[src/rtl/audio_sample_sequencer_pkg.sv]
// Shared definitions for the audio sample sequencer: register offsets,
// control/status bit positions, FSM state encoding and register packing helpers.
package audio_seq_pkg;

    // Register offsets, decoded from addr[4:2]
    localparam logic [2:0] REG_CTRL   = 3'd0;
    localparam logic [2:0] REG_START  = 3'd1;
    localparam logic [2:0] REG_END    = 3'd2;
    localparam logic [2:0] REG_DIV    = 3'd3;
    localparam logic [2:0] REG_STATUS = 3'd4;
    localparam logic [2:0] REG_CUR    = 3'd5;
    localparam logic [2:0] REG_LAST   = 3'd6;

    // CTRL bit positions
    localparam int CTRL_ENABLE = 0;
    localparam int CTRL_LOOP   = 1;
    localparam int CTRL_IRQ_EN = 2;

    // STATUS bit positions
    localparam int STAT_RUNNING = 0;
    localparam int STAT_DONE    = 1;
    localparam int STAT_OVERRUN = 2;

    typedef enum logic [1:0] {
        IDLE      = 2'd0,
        WAIT_TICK = 2'd1,
        FETCH     = 2'd2,
        CAPTURE   = 2'd3
    } seq_state_t;

    // Build the 32-bit CTRL readback word
    function automatic logic [31:0] pack_ctrl(input logic en, input logic loop, input logic irq_en);
        return {29'd0, irq_en, loop, en};
    endfunction

    // Build the 32-bit STATUS readback word
    function automatic logic [31:0] pack_status(input logic running, input logic done, input logic overrun);
        return {29'd0, overrun, done, running};
    endfunction

endpackage

[src/rtl/audio_sample_sequencer_tick_gen.sv]
// Sample-rate divider: counts down from DIV-1 while enabled and emits a
// registered one-cycle tick each time the count reaches zero. DIV=0 acts as 1.
module sample_tick_gen #(
    parameter int DIV_W = 32
) (
    input  logic             clk,
    input  logic             reset,
    input  logic             load,
    input  logic             en,
    input  logic [DIV_W-1:0] div,
    output logic             tick
);

    logic [DIV_W-1:0] count_r;
    logic [DIV_W-1:0] reload_s;
    logic             tick_r;

    // Reload value: a programmed divider of 0 behaves exactly like 1
    always_comb begin
        reload_s = {DIV_W{1'b0}};
        if (div == {DIV_W{1'b0}}) begin
            reload_s = {DIV_W{1'b0}};
        end else begin
            reload_s = div - DIV_W'(1);
        end
    end

    // Down-counter: load restarts the period, zero reloads and fires the tick
    always_ff @(posedge clk or posedge reset) begin
        if (reset) begin
            count_r <= {DIV_W{1'b0}};
            tick_r  <= 1'b0;
        end else if (load) begin
            count_r <= reload_s;
            tick_r  <= 1'b0;
        end else if (en) begin
            if (count_r == {DIV_W{1'b0}}) begin
                count_r <= reload_s;
                tick_r  <= 1'b1;
            end else begin
                count_r <= count_r - DIV_W'(1);
                tick_r  <= 1'b0;
            end
        end else begin
            tick_r <= 1'b0;
        end
    end

    assign tick = tick_r;

endmodule

[src/rtl/audio_sample_sequencer.sv]
// Memory-mapped audio sample sequencer: bus-programmed start/end/divider,
// paced fetches from a synchronous-read sample ROM, valid/ready output to a
// consumer, one-shot or loop playback, sticky done/overrun status and irq.
module audio_sample_sequencer
    import audio_seq_pkg::*;
#(
    parameter int ADDR_W   = 32,
    parameter int SAMPLE_W = 16,
    parameter int DIV_W    = 32
) (
    input  logic                clk,
    input  logic                reset,
    input  logic                we,
    input  logic [31:0]         addr,
    input  logic [31:0]         wd,
    output logic [31:0]         rd,
    output logic [ADDR_W-1:0]   rom_addr,
    input  logic [SAMPLE_W-1:0] rom_rd,
    output logic [SAMPLE_W-1:0] sample,
    output logic                sample_valid,
    input  logic                sample_ready,
    output logic                irq
);

    // Programmable registers
    logic                ctrl_en_r;
    logic                ctrl_loop_r;
    logic                ctrl_irq_en_r;
    logic [ADDR_W-1:0]   start_r;
    logic [ADDR_W-1:0]   end_r;
    logic [DIV_W-1:0]    div_r;

    // Sequencer state and status
    seq_state_t          state_r;
    logic                running_r;
    logic                done_r;
    logic                overrun_r;
    logic [ADDR_W-1:0]   cur_r;
    logic [SAMPLE_W-1:0] last_r;
    logic [ADDR_W-1:0]   rom_addr_r;
    logic [SAMPLE_W-1:0] sample_r;
    logic                sample_valid_r;
    logic [31:0]         rd_r;
    logic [31:0]         rd_next_s;
    logic                irq_r;

    // Bus decode and FSM events
    logic wr_ctrl_s;
    logic wr_start_s;
    logic wr_end_s;
    logic wr_div_s;
    logic wr_status_s;
    logic start_evt_s;
    logic abort_s;
    logic fsm_clr_en_s;
    logic sample_pending_s;
    logic tick_s;
    logic tick_en_s;
    logic unused_addr_s;

    assign wr_ctrl_s   = we && (addr[4:2] == REG_CTRL);
    assign wr_start_s  = we && (addr[4:2] == REG_START);
    assign wr_end_s    = we && (addr[4:2] == REG_END);
    assign wr_div_s    = we && (addr[4:2] == REG_DIV);
    assign wr_status_s = we && (addr[4:2] == REG_STATUS);

    // Only addr[4:2] selects a register; the rest of the byte address is ignored
    assign unused_addr_s = ^{addr[31:5], addr[1:0]};

    assign start_evt_s = wr_ctrl_s && wd[CTRL_ENABLE] && !ctrl_en_r && (state_r == IDLE);
    assign abort_s     = wr_ctrl_s && !wd[CTRL_ENABLE] && (state_r != IDLE);
    assign tick_en_s   = (state_r != IDLE);

    // A held sample is only lost when it is not being consumed on this same edge
    assign sample_pending_s = sample_valid_r && !sample_ready;

    // One-shot completion drops CTRL.enable unless an abort is taking over
    always_comb begin
        fsm_clr_en_s = 1'b0;
        if ((state_r == CAPTURE) && (cur_r == end_r) && !ctrl_loop_r && !abort_s) begin
            fsm_clr_en_s = 1'b1;
        end else begin
            fsm_clr_en_s = 1'b0;
        end
    end

    sample_tick_gen #(
        .DIV_W (DIV_W)
    ) u_tick_gen (
        .clk   (clk),
        .reset (reset),
        .load  (start_evt_s),
        .en    (tick_en_s),
        .div   (div_r),
        .tick  (tick_s)
    );

    // Writable configuration registers; FSM completion clears enable last so it wins
    always_ff @(posedge clk or posedge reset) begin
        if (reset) begin
            ctrl_en_r     <= 1'b0;
            ctrl_loop_r   <= 1'b0;
            ctrl_irq_en_r <= 1'b0;
            start_r       <= {ADDR_W{1'b0}};
            end_r         <= {ADDR_W{1'b0}};
            div_r         <= {DIV_W{1'b0}};
        end else begin
            if (wr_ctrl_s) begin
                ctrl_en_r     <= wd[CTRL_ENABLE];
                ctrl_loop_r   <= wd[CTRL_LOOP];
                ctrl_irq_en_r <= wd[CTRL_IRQ_EN];
            end
            if (fsm_clr_en_s) begin
                ctrl_en_r <= 1'b0;
            end
            if (wr_start_s) begin
                start_r <= ADDR_W'(wd);
            end
            if (wr_end_s) begin
                end_r <= ADDR_W'(wd);
            end
            if (wr_div_s) begin
                div_r <= DIV_W'(wd);
            end
        end
    end

    // Playback FSM, status flags and consumer handshake; set events override W1C
    always_ff @(posedge clk or posedge reset) begin
        if (reset) begin
            state_r        <= IDLE;
            running_r      <= 1'b0;
            done_r         <= 1'b0;
            overrun_r      <= 1'b0;
            cur_r          <= {ADDR_W{1'b0}};
            last_r         <= {SAMPLE_W{1'b0}};
            rom_addr_r     <= {ADDR_W{1'b0}};
            sample_r       <= {SAMPLE_W{1'b0}};
            sample_valid_r <= 1'b0;
        end else begin
            if (wr_status_s && wd[STAT_DONE]) begin
                done_r <= 1'b0;
            end
            if (wr_status_s && wd[STAT_OVERRUN]) begin
                overrun_r <= 1'b0;
            end
            if (sample_valid_r && sample_ready) begin
                sample_valid_r <= 1'b0;
            end
            if (abort_s) begin
                state_r        <= IDLE;
                running_r      <= 1'b0;
                sample_valid_r <= 1'b0;
            end else begin
                case (state_r)
                    IDLE: begin
                        if (start_evt_s) begin
                            cur_r  <= start_r;
                            done_r <= 1'b0;
                            if (start_r > end_r) begin
                                done_r <= 1'b1;
                            end else begin
                                state_r   <= WAIT_TICK;
                                running_r <= 1'b1;
                            end
                        end
                    end
                    WAIT_TICK: begin
                        if (tick_s) begin
                            if (sample_pending_s) begin
                                overrun_r <= 1'b1;
                            end else begin
                                rom_addr_r <= cur_r;
                                state_r    <= FETCH;
                            end
                        end
                    end
                    FETCH: begin
                        state_r <= CAPTURE;
                    end
                    CAPTURE: begin
                        sample_r       <= rom_rd;
                        last_r         <= rom_rd;
                        sample_valid_r <= 1'b1;
                        if (cur_r == end_r) begin
                            if (ctrl_loop_r) begin
                                cur_r   <= start_r;
                                state_r <= WAIT_TICK;
                            end else begin
                                done_r    <= 1'b1;
                                running_r <= 1'b0;
                                state_r   <= IDLE;
                            end
                        end else begin
                            cur_r   <= cur_r + ADDR_W'(1);
                            state_r <= WAIT_TICK;
                        end
                    end
                    default: begin
                        state_r <= IDLE;
                    end
                endcase
            end
        end
    end

    // Bus read mux selecting the addressed register
    always_comb begin
        rd_next_s = 32'd0;
        case (addr[4:2])
            REG_CTRL:   rd_next_s = pack_ctrl(ctrl_en_r, ctrl_loop_r, ctrl_irq_en_r);
            REG_START:  rd_next_s = 32'(start_r);
            REG_END:    rd_next_s = 32'(end_r);
            REG_DIV:    rd_next_s = 32'(div_r);
            REG_STATUS: rd_next_s = pack_status(running_r, done_r, overrun_r);
            REG_CUR:    rd_next_s = 32'(cur_r);
            REG_LAST:   rd_next_s = 32'(last_r);
            default:    rd_next_s = 32'd0;
        endcase
    end

    // Registered read data and interrupt level
    always_ff @(posedge clk or posedge reset) begin
        if (reset) begin
            rd_r  <= 32'd0;
            irq_r <= 1'b0;
        end else begin
            rd_r  <= rd_next_s;
            irq_r <= ctrl_irq_en_r && (done_r || overrun_r);
        end
    end

    assign rd           = rd_r;
    assign rom_addr     = rom_addr_r;
    assign sample       = sample_r;
    assign sample_valid = sample_valid_r;
    assign irq          = irq_r;

endmodule

[config.mk]
export PLATFORM = sky130hd
export DESIGN_NAME = audio_sample_sequencer
export DESIGN_NICKNAME = d
export VERILOG_FILES = /design/src/rtl/audio_sample_sequencer_pkg.sv /design/src/rtl/audio_sample_sequencer_tick_gen.sv /design/src/rtl/audio_sample_sequencer.sv
export SDC_FILE = /design/constraint.sdc
export NUM_CORES = 1
export LEC_CHECK = 0
export CAP_MARGIN = 20
export CORE_ASPECT_RATIO = 0.8
export CORE_MARGIN = 8
export CORE_UTILIZATION = 57
export DETAILED_ROUTE_END_ITERATION = 7
export HOLD_SLACK_MARGIN = 0.1
export PLACE_DENSITY = 0.81
export SYNTH_ARGS = -nofsm -noshare
export SYNTH_HDL_FRONTEND = slang
export SYNTH_HIERARCHICAL = 1
export SYNTH_SLANG_ARGS = --single-unit
[constraint.sdc]
create_clock -name clk -period 12.3 [get_ports clk]
set_input_delay 3.69 -clock clk [delete_from_list [all_inputs] [get_ports clk]]
set_output_delay 3.69 -clock clk [all_outputs]
set_load 0.01 [all_outputs]
# Yosys cells after proc, flatten, opt, wreduce, memory -nomap -nowiden

Cells that the tools add are included.

Logic and storage cells: 125
Input port bits: 84
Output and inout port bits: 82
Register bits after elaboration: 251

Muxes and demuxes: 44
Equal/unequal tests: 18
Order comparisons: 1
Add/sub/neg operators: 3
Bitwise gates (word level): 2
Reductions and logical operators: 39

Operators with widths:

| cell                    | count |
|---|---|
| $mux W32                | 7 |
| $pmux W32 S7            | 1 |
| $logic_not A32 Y1       | 2 |
| $pmux W32 S2            | 1 |
| $sub A32 B1 Y32 const B | 2 |
| $add A32 B1 Y32 const B | 1 |
| $eq A32 B32 Y1          | 1 |
| $gt A32 B32 Y1          | 1 |
| $mux W1                 | 26 |
| $logic_and A1 B1 Y1     | 18 |
| $ne A3 B3 Y1 const B    | 5 |
| $mux W2                 | 6 |
| $reduce_and A4 Y1       | 3 |
| $eq A3 B3 Y1 const B    | 3 |
| $pmux W2 S4             | 1 |
| $reduce_bool A2 Y1      | 4 |
| $eq A3 B2 Y1 const B    | 2 |
| $ne A3 B2 Y1 const B    | 2 |
| $reduce_bool A3 Y1      | 2 |
| $logic_not A1 Y1        | 5 |
| $reduce_and A5 Y1       | 1 |
| $eq A2 B2 Y1 const B    | 2 |
| $pmux W1 S2             | 2 |
| $eq A3 B1 Y1 const B    | 1 |
| other kinds (7)         | 8 |

# Depth between registers and ports, before layout

Gate-level depths: netlist of the first run.

Word-level depth: 8
Gate-level depth with buffers: 12
Mapped depth without buffers: 9

# Modules after synthesis

Netlist of the first run, hierarchy kept.

Modules (own cells, without submodules):

| module                 | cells each | area each (um^2) | times used |
|---|---|---|---|
| audio_sample_sequencer | 1042       | 11347.1          | 1 |
| sample_tick_gen        | 347        | 2882.8           | 1 |

# Worst setup path after synthesis of the first run

No wires, ideal clock.

Path type: input-to-reg
Start point: in addr[3]
End point: reg u_tick_gen.count_r[23]
Data arrival time: 5.509 ns
Stages: 12
Path buffers: 3
Required time: 12.223 ns
Slack: 6.714 ns
Library setup time: 0.077 ns
Cell sequence: nor4b_4 -> and3b_1 -> nand2_1 -> inv_1 -> clkbuf_8 -> inv_1 -> clkbuf_1 -> nand2_1 -> nand3_2 -> buf_6 -> a21o_1 -> o21ai_1

Longest elaborated chain between the ends: 6

RTL lines:

| item                                                  | line                                  | RTL |
|---|---|---|
| start, declared                                       | audio_sample_sequencer.sv:14          | `input logic [31:0] addr,` |
| $logic_not A3 Y1 (*)                                  | audio_sample_sequencer.sv:61          | `assign wr_ctrl_s = we && (addr[4:2] == REG_CTRL);` |
| $logic_and A1 B1 Y1 (*)                               | audio_sample_sequencer.sv:61          |  |
| $logic_and A1 B1 Y1 (*) (3 in series)                 | audio_sample_sequencer.sv:70          | `assign start_evt_s = wr_ctrl_s && wd[CTRL_ENABLE] && !ctrl_en_r && (state_r == IDLE);` |
| net start_evt_s                                       | audio_sample_sequencer.sv:53          | `logic start_evt_s;` |
| $mux W32 / $reduce_bool A2 Y1 (equally long branches) | --                                    |  |
| end signal, assigned                                  | audio_sample_sequencer_tick_gen.sv:31 | `count_r <= {DIV_W{1'b0}};` |
| end signal, assigned                                  | audio_sample_sequencer_tick_gen.sv:34 | `count_r <= reload_s;` |
| end signal, assigned                                  | audio_sample_sequencer_tick_gen.sv:38 | `count_r <= reload_s;` |
| end, declared                                         | audio_sample_sequencer_tick_gen.sv:14 | `logic [DIV_W-1:0] count_r;` |

The timed path passes the listed nets; every way through them passes the cells marked *.
A chain may end at the register's enable or synchronous reset.

# Worst setup path after layout of the first run

Start point: in addr[3]
End point: reg u_tick_gen.count_r[11]

The elaborated chain is that of the path after synthesis.

==> results of run 1 <==
==> layout by cell type, fill, tap and decap left out, types with 8 or more instances in the layout <==
| master | instances |
|---|---|
| nand4_1 | 24 |
| nand3_1 | 41 |
| o22ai_2 | 9 |
| o21ai_0 | 86 |
| clkbuf_1 | 8 |
| a21oi_1 | 33 |
| and2_1 | 8 |
| nor4_1 | 20 |
| xor2_1 | 44 |
| a211oi_1 | 29 |
| mux2i_1 | 55 |
| ha_1 | 39 |
| clkbuf_16 | 27 |
| o21ai_1 | 9 |
| mux2_2 | 101 |
| a22oi_1 | 36 |
| nor2_1 | 66 |
| and4_1 | 9 |
| nor2b_1 | 9 |
| and3_1 | 11 |
| nand2_1 | 140 |
| or3_1 | 8 |
| nor3_1 | 32 |
| buf_4 | 17 |
| o22ai_1 | 18 |
| dfrtp_1 | 251 |
| inv_1 | 57 |
| o211ai_1 | 9 |
| clkdlybuf4s50_1 | 135 |
| xnor2_1 | 14 |
==> layout make-up <==
class,count,share of cell area
clock buffers,37,0.0442
well taps,318,0.0240
repair buffers,154,0.0907
flip-flops and latches,251,0.379
clock inverters,10,0.00920
multi-input cells,999,0.439
inverters,59,0.0138
==> routing by layer <==
layer / GRT usage / vias up / share of wire
met5: 0 / - / 0
met4: 0.0861 / 0 / 0.028
met3: 0.0794 / 103 / 0.12
met2: 0.440 / 716 / 0.44
met1: 0.411 / 6079 / 0.41
li1: - / 5310 / -
==> stage by stage <==
step | area, sq um | utilization | setup WS (ns)
floorplan | 14200 | - | 2.65
global placement | 15700 | 0.641 | 5.03
detailed placement | 15700 | 0.641 | 5.01
CTS | 16600 | 0.677 | 5.55
global route | 16600 | 0.679 | 5.23
finish | 16600 | 0.679 | 5.34
==> power by group through the flow <==
| stage | clock [mW] | combinational (mW) | sequential [mW] |
|---|---|---|---|
| after floorplan | 0 | 0.833 | 1.25 |
| after global placement | 0 | 1.11 | 1.37 |
| after detailed placement | 0 | 1.14 | 1.38 |
| after CTS | 0.838 | 1.15 | 1.37 |
| after global routing | 0.874 | 1.26 | 1.41 |
| final | 0.834 | 1.18 | 1.38 |
==> registers in the layout (all words and copies together) (netlist names), 2 cells and up <==
signal / cells
cur_r: 32
div_r: 32
end_r: 32
rd: 32
rom_addr: 32
sample: 16
start_r: 32
state_r: 2
u_tick_gen/count_r: 32
==> path summary, 6_finish.rpt <==
path / to / slack, ns / start / cells past startpoint
min in group asynchronous: rd[1] / 3.64 / reset / 2
worst min register to register: rom_addr[9] / 0.48 / rom_addr[9] / 2
worst max-delay path: u_tick_gen/count_r[11] / 5.34 / addr[3] / 12
worst min-delay path: rom_addr[9] / 0.48 / rom_addr[9] / 2
worst max register to register: u_tick_gen/count_r[11] / 8.73 / state_r[0] / 8
max in group asynchronous: start_r[20] / 7.27 / reset / 3
==> cell families (layout without fill, tap and decap cells) <==
kind of cell / Yosys count / in the layout / share of synthesized area
compound gates: 310 / 310 / 0.153
xor+xnor: 58 / 58 / 0.0357
flops: 251 / 251 / 0.441
simple gates: 435 / 435 / 0.169
mux: 157 / 157 / 0.120
fa+ha+maj: 39 / 39 / 0.0343
buf+inv: 139 / 260 / 0.0468
==> critical path, delay by kind of cell <==
family          cells  cell delay (ns)
compound gates      1             0.16
buf+inv             5             1.35
simple gates        6             2.20
==> impl_metrics.json, run 1 <==
{
  "status": "completed",
  "seq_power_share": 0.407,
  "finalPower_mw": 3.40,
  "syn-instance-count": 1389,
  "grt_use_total": 0.294,
  "syn_area_sq_mm": 0.0142,
  "tritoncts": "yes",
  "finalSetupViolations": 0,
  "num_vias": 12200,
  "ant_nets": 0,
  "grt_pass1_vias": 12100,
  "die_area_sq_mm": 0.0303,
  "path_max_fanout": 28,
  "power_frac_clock": 0.246,
  "p_switching_mw": 1.33,
  "antenna_found_initial": 1,
  "clock-sinks": 251,
  "rsz0062_at_grt": "no",
  "antenna_cells": 0,
  "cellLeakagePower_nw": 6.87,
  "crit_path_cell_trace": "clkdlybuf4s50_1 > buf_4 > nor4b_4 > and3b_1 > nand2_1 > inv_1 > buf_4 > inv_1 > nand2_1 > nand3_2 > nor2_1 > a311o_1",
  "die_w_um": 193,
  "cts_hold_buf": 0,
  "slowest_stage": "nand3_2",
  "period_needed_ns": 6.96,
  "cts_buffers": 26,
  "avgViaCountPerCell": 6.68,
  "synth_nets": 1512,
  "clockBufferDepth": 3,
  "ctsResizeCount": 0,
  "dr.pass1.iters": 6,
  "synth_top_area_cell": "dfrtp_1",
  "yosys-top-cells-area": "dfrtp_1, mux2_2, mux2i_1",
  "maxCapViolCount": 0,
  "critPathLaunchType": "input pin",
  "slew_violations": 0,
  "wire_per_inst_um": 24.6,
  "arrival_ns": 7.42,
  "design.core.area_sq_mm": 0.0244,
  "portBuffers": 136,
  "max_slew_margin": 0.204,
  "whs_ns": 0.477,
  "cts_max_level": 1,
  "grt_max_degree": 89,
  "p_sw_frac": 0.393,
  "synth_edf_count": 0,
  "grt_pass1_wl_mm": 69.8,
  "cts_setup_buffers": 0,
  "crit_type": "in -> reg",
  "max_clock_freq_ghz": 0.144,
  "clk_latency_ns": 0.54,
  "netlist.area_leader.share": 0.441,
  "clk_pin_slew_ns": 0.06,
  "regArea_sq_mm": 0.00628,
  "grt_overflow_total": 0,
  "areaGrowthSynthToFinish_pct": 16.5,
  "avgSynthCellArea_sq_um": 10.2,
  "ys_warn_count": 6,
  "nNetsFinal": 1614,
  "drtIter0Drc": 1381,
  "period_share": 0.565,
  "gp_congestion": 0.961,
  "ys.flop_type": "dfrtp_1",
  "multi_input_area_sq_mm": 0.00729,
  "cp.required_ns": 12.77,
  "powerDensity_mw_per_mm2": 205,
  "routed_wl_mm": 44.9,
  "die_y_um": 157,
  "layout-drive-gt1-share": 0.144,
  "root_buffer": "clkbuf_16",
  "finalHoldViolations": 0,
  "synthArstFlopShare": 1.00,
  "timing.setup.tns_ns": 0,
  "ios": 166,
  "row_count": 51,
  "netlist_top_cells_count": "dfrtp_1, nand2_1, mux2_2, o21ai_0, nor2_1",
  "internal_power_mw": 2.06,
  "start_util": 0.582,
  "synth-seq-area-share": 0.441,
  "final_cells": 1828,
  "comb_power_share": 0.347,
  "worstSetupEndpointType": "register",
  "peakVddDrop_mv": 0.145,
  "skew_ns": 0.0118,
  "max_stage_delay_ns": 0.61,
  "drcViolationCount": 0,
  "nFillCells": 1888,
  "hp-class": "reg -> reg",
  "yosysMostFrequentCell": "dfrtp_1",
  "synth-seq-cells": 251,
  "hpwl_mm": 32.1,
  "synth_cell_types": 96,
  "worst_pin_slew_ns": 1.18,
  "place_inst": 1779
}
Note: power is estimated with default switching activity, not from simulation.
==> inputs of run 2 (changes only) <==
==> constraint.sdc (replaced) <==
create_clock -name clk -period 7.1 [get_ports clk]
set_input_delay 2.13 -clock clk [delete_from_list [all_inputs] [get_ports clk]]
set_output_delay 2.13 -clock clk [all_outputs]
set_load 0.01 [all_outputs]
==> run 2 against run 1 <==
Against the previous run: utilization hardly changed; clock power is 65% higher; routed wire length is 1.5% lower; register-to-register slack worse by 4.8 ns; via count is 0.51% lower; final cell count is 0.27% higher; combinational power is 72% higher; largest cell class unchanged.
==> impl_metrics.json, run 2 (synthesis gave the netlist of run 1 again) <==
{
  "status": "completed",
  "start_util": 0.582,
  "gp_congestion": 0.994,
  "period_share": 0.686,
  "ff2ff_setup_slack_ns": 3.96,
  "arrival_ns": 5.35,
  "grt_use_total": 0.291,
  "clk_latency_ns": 0.55,
  "layout-drive-gt1-share": 0.148,
  "hp-class": "reg -> reg",
  "powerDensity_mw_per_mm2": 350,
  "wire_per_inst_um": 24.2,
  "dr.pass1.iters": 6,
  "portBuffers": 136,
  "clock-sinks": 251,
  "dp_slack_ns": 1.80,
  "setup_slack_ns": 2.23,
  "cp.required_ns": 7.58,
  "final_cell_mix": "dfrtp_1, nand2_1, clkdlybuf4s50_1, mux2_2, o21ai_0",
  "antenna_cells": 0,
  "period_needed_ns": 4.87,
  "maxCapViolCount": 0,
  "clockBufferDepth": 3,
  "critPathLaunchType": "input pin",
  "finalSetupViolations": 0,
  "max_slew_margin": 0.256,
  "nNetsFinal": 1618,
  "cts_setup_buffers": 0,
  "timing.setup.tns_ns": 0,
  "areaGrowthSynthToFinish_pct": 16.6,
  "design.core.area_sq_mm": 0.0244,
  "grt_overflow_total": 0,
  "layout_commonest_cell": "dfrtp_1",
  "routed_wl_mm": 44.3,
  "cts_hold_buf": 0,
  "rsz0062_at_grt": "no",
  "crit_type": "in -> reg",
  "grt_pass1_wl_mm": 69.5,
  "die_w_um": 193,
  "finalHoldViolations": 0,
  "drcViolationCount": 0,
  "worst_pin_slew_ns": 1.12,
  "tritoncts": "yes",
  "worstSetupEndpointType": "register",
  "grt_max_degree": 170,
  "peakVddDrop_mv": 0.264,
  "die_area_sq_mm": 0.0303,
  "grt_pass1_vias": 12100,
  "ctsResizeCount": 0,
  "slew_violations": 0,
  "num_vias": 12100,
  "avgViaCountPerCell": 6.63,
  "drtIter0Drc": 1354,
  "path_max_fanout": 21,
  "cts_buffers": 27,
  "ios": 166,
  "clk_pin_slew_ns": 0.06,
  "skew_ns": 0.0222,
  "antenna_found_initial": 0,
  "nFillCells": 1854,
  "row_count": 51,
  "hpwl_mm": 31.3,
  "max_clock_freq_ghz": 0.205,
  "ant_nets": 0,
  "die_y_um": 157,
  "cts_max_level": 1,
  "root_buffer": "clkbuf_16",
  "cellLeakagePower_nw": 6.87
}
[run 2: cell type report]
cell class,instances,area [sq um],share of cell area
inverter,59,225,0.0136
timing repair buffer,157,1540,0.0928
clock inverter,10,83.8,0.00505
clock buffer,39,781,0.0471
multi-input combinational,999,7280,0.439
tap,318,398,0.0240
sequential,251,6280,0.379
[run 2: through the flow]
stage	hold slack, ns	area [sq um]	cells	power (mW)	util
2_1_floorplan	0.463	14200	1389	3.60	-
3_3_place_gp	0.467	15700	1782	4.28	0.642
3_5_place_dp	0.473	15700	1782	4.36	0.642
4_1_cts	0.483	16600	1831	5.76	0.678
5_1_grt	0.514	16600	1833	6.08	0.679
6_report	0.478	16600	1833	5.81	0.679
[run 2: final timing paths]
| path | cells past startpoint | from | endpoint |
|---|---|---|---|
| worst max-delay path | 10 | we | u_tick_gen/count_r[11] |
| worst min-delay path | 2 | rom_addr[18] | rom_addr[18] |
| worst max register to register | 6 | u_tick_gen/count_r[2] | u_tick_gen/count_r[19] |
| worst min register to register | 2 | rom_addr[18] | rom_addr[18] |
| max in group asynchronous | 3 | reset | rd[2] |
| min in group asynchronous | 3 | reset | u_tick_gen/count_r[27] |
[run 2: metal layers]
layer	part of all wire	global-route usage	wire length [um]
met5	0	0	0
met2	0.44	0.438	19500
met1	0.42	0.403	18500
met3	0.11	0.0725	4860
met4	0.034	0.0980	1500
[run 2: report_power, final]
part,internal (mW),switching (mW),leakage [nW],total (mW)
Clock,0.798,0.584,0.425,1.38
Combinational,0.915,1.12,3.33,2.03
Sequential,1.80,0.595,3.12,2.40
Total,3.51,2.30,6.87,5.81
[run 2: worst max-delay path, stage by stage]
cell and delay [ns]:
clkdlybuf4s50_1 0.60, nor4b_4 0.47, and3b_1 0.28, nand2_1 0.11
inv_1 0.09, inv_1 0.20, nand2_1 0.42, nand3_2 0.57
nor2_1 0.31, a311o_1 0.15
==> inputs of run 3 (changes only) <==
--- a/config.mk
+++ b/config.mk
@@ -8,10 +8,10 @@
 export CAP_MARGIN = 20
 export CORE_ASPECT_RATIO = 0.8
 export CORE_MARGIN = 8
-export CORE_UTILIZATION = 57
+export CORE_UTILIZATION = 52
 export DETAILED_ROUTE_END_ITERATION = 7
 export HOLD_SLACK_MARGIN = 0.1
-export PLACE_DENSITY = 0.81
+export PLACE_DENSITY = 0.78
 export SYNTH_ARGS = -nofsm -noshare
 export SYNTH_HDL_FRONTEND = slang
 export SYNTH_HIERARCHICAL = 1
==> constraint.sdc (replaced) <==
create_clock -name clk -period 4 [get_ports clk]
set_input_delay 1.2 -clock clk [delete_from_list [all_inputs] [get_ports clk]]
set_output_delay 1.2 -clock clk [all_outputs]
set_load 0.01 [all_outputs]
==> run 3 against run 2 <==
Against the previous run: worst hold slack got worse by 0.00093 ns; utilization down 5.6 points; clock power up 81%; combinational power up 82%; critical path depth grew 1; routed wire length shrank 1.2%; count of clock-buffer cells in the layout shrank 2; worst setup slack got worse by 1.4 ns; sequential power rose by 76%; sequential cell count unchanged; design area is 1.7% higher; die area grew 8.7%; critical path type unchanged.
==> impl_metrics.json, run 3 (synthesis gave the netlist of run 1 again) <==
{
  "status": "completed",
  "ant_nets": 0,
  "ff2ff_setup_slack_ns": 1.17,
  "drcViolationCount": 0,
  "num_vias": 12200,
  "crit_type": "in -> reg",
  "cp_common_cell": "inv_1",
  "clockBufferDepth": 3,
  "powerDensity_mw_per_mm2": 618,
  "met3_usage": 0.0556,
  "slowest_stage": "clkdlybuf4s50_1",
  "whs_path_depth": 2,
  "dr.pass1.iters": 5,
  "final_cell_mix": "dfrtp_1, nand2_1, clkdlybuf4s50_1, mux2_2, o21ai_0",
  "grt_pass1_wl_mm": 68.8,
  "maxCapViolCount": 0,
  "cellLeakagePower_nw": 7.00,
  "holdPathEnd": "rom_addr[13]",
  "timing.setup.tns_ns": 0,
  "areaGrowthSynthToFinish_pct": 18.5,
  "r2r_cells": 8,
  "wire_per_inst_um": 23.1,
  "finalHoldViolations": 0,
  "ctsResizeCount": 0,
  "grt_pass1_vias": 11800,
  "crit_family": "buffers and inverters",
  "worstReg2RegStart": "div_r[0]",
  "cp.required_ns": 4.45,
  "cts_max_level": 1,
  "tritoncts": "yes",
  "avgViaCountPerCell": 6.42,
  "whs_ns": 0.478,
  "grt_overflow_total": 0,
  "gp_congestion": 0.989,
  "period_share": 0.790,
  "grt_max_degree": 91,
  "nFillCells": 2214,
  "critPathLaunchType": "input pin",
  "slew_violations": 0,
  "layout_commonest_cell": "dfrtp_1",
  "max_clock_freq_ghz": 0.317,
  "cts_buffers": 26,
  "final_cells": 1893,
  "cts_hold_buf": 0,
  "hpwl_mm": 31.8,
  "peakVddDrop_mv": 0.374,
  "cts_setup_buffers": 0,
  "design.core.area_sq_mm": 0.0271,
  "multi_input_area_sq_mm": 0.00729,
  "dp_slack_ns": 0.308,
  "path_max_fanout": 10,
  "antenna_cells": 0,
  "antenna_found_initial": 0,
  "met1_usage": 0.368,
  "max_stage_delay_ns": 0.46,
  "row_count": 54,
  "hp-class": "reg -> reg",
  "nNetsFinal": 1637,
  "worstSetupEndpointType": "register",
  "setup_slack_ns": 0.841,
  "root_buffer": "clkbuf_16",
  "ios": 166,
  "period_needed_ns": 3.16,
  "skew_ns": 0.0212,
  "clk_latency_ns": 0.54,
  "grt_use_total": 0.261,
  "finalPower_mw": 10.4,
  "r2r-end": "u_tick_gen/count_r[22]",
  "arrival_ns": 3.61,
  "grt_use_met2": 0.404,
  "layout-drive-gt1-share": 0.157,
  "crit_path_cell_trace": "clkdlybuf4s50_1 > nor4b_4 > and3b_1 > nand2_1 > inv_1 > inv_1 > o21ai_1 > buf_4 > nand2_2 > o221ai_1 > a21boi_0",
  "die_w_um": 201,
  "start_util": 0.525,
  "place_inst": 1850,
  "gr-max-usage-layer": "met2",
  "clock-sinks": 251,
  "die_area_sq_mm": 0.0329,
  "routed_wl_mm": 43.7,
  "regArea_sq_mm": 0.00628,
  "clk_pin_slew_ns": 0.06,
  "path_buf_inv": 4,
  "finalSetupViolations": 0,
  "hold_start": "rom_addr[13]",
  "portBuffers": 136,
  "post-route-util": 0.623,
  "rsz0062_at_grt": "no",
  "drtIter0Drc": 1316,
  "worst_pin_slew_ns": 0.795,
  "post_dp_cell_area_sq_mm": 0.0160,
  "design_area_sq_mm": 0.0169,
  "die_y_um": 164,
  "max_slew_margin": 0.466
}
## run 3: cell types whose count changed in the layout (fill, tap and decap cells not counted), sizes merged
cell	previous run	this run
bufinv	1	3
inv	58	57
buf	22	42
clkinv	7	4
clkinvlp	3	1
clkbuf	39	37
## run 3: worst max-delay path by stage
| stage | from | to | depth (start not counted) |
|---|---|---|---|
| 4_1_cts | addr[3] | u_tick_gen/count_r[23] | 11 |
| 3_5_place_dp | addr[3] | u_tick_gen/count_r[23] | 11 |
| 2_1_floorplan | reset | ctrl_en_r | 1 |
| 5_1_grt | addr[3] | u_tick_gen/count_r[1] | 11 |
| 6_report | addr[3] | u_tick_gen/count_r[1] | 11 |
| 3_3_place_gp | addr[3] | u_tick_gen/count_r[23] | 11 |
## run 3: cell type report
cell class                 instances  share of cell area
inverter                          59              0.0134
tap                              364              0.0270
timing repair buffer             177               0.104
multi-input combinational        999               0.432
sequential                       251               0.372
clock buffer                      37              0.0452
clock inverter                     6             0.00623
## run 3: where the power goes
part	switching (mW)	internal (mW)	leakage, nW	total (mW)
registers	1.03	3.20	3.12	4.22
logic	1.98	1.72	3.45	3.70
clock network	0.995	1.51	0.429	2.50
## run 3: per-layer routing
| metal | vias up | wire length [um] |
|---|---|---|
| met5 | - | 0 |
| met4 | 0 | 1120 |
| met3 | 85 | 4370 |
| met2 | 640 | 19400 |
| met1 | 6063 | 18800 |
| li1 | 5365 | - |
## run 3: worst reg2reg max path, cell delays in order, from the launching register on
cell	delay [ns]
dfrtp_1	0.42
inv_1	0.12
ha_1	0.18
nor3b_1	0.56
and4_1	0.52
nand3_4	0.18
nand3_2	0.28
buf_4	0.27
o221ai_1	0.15
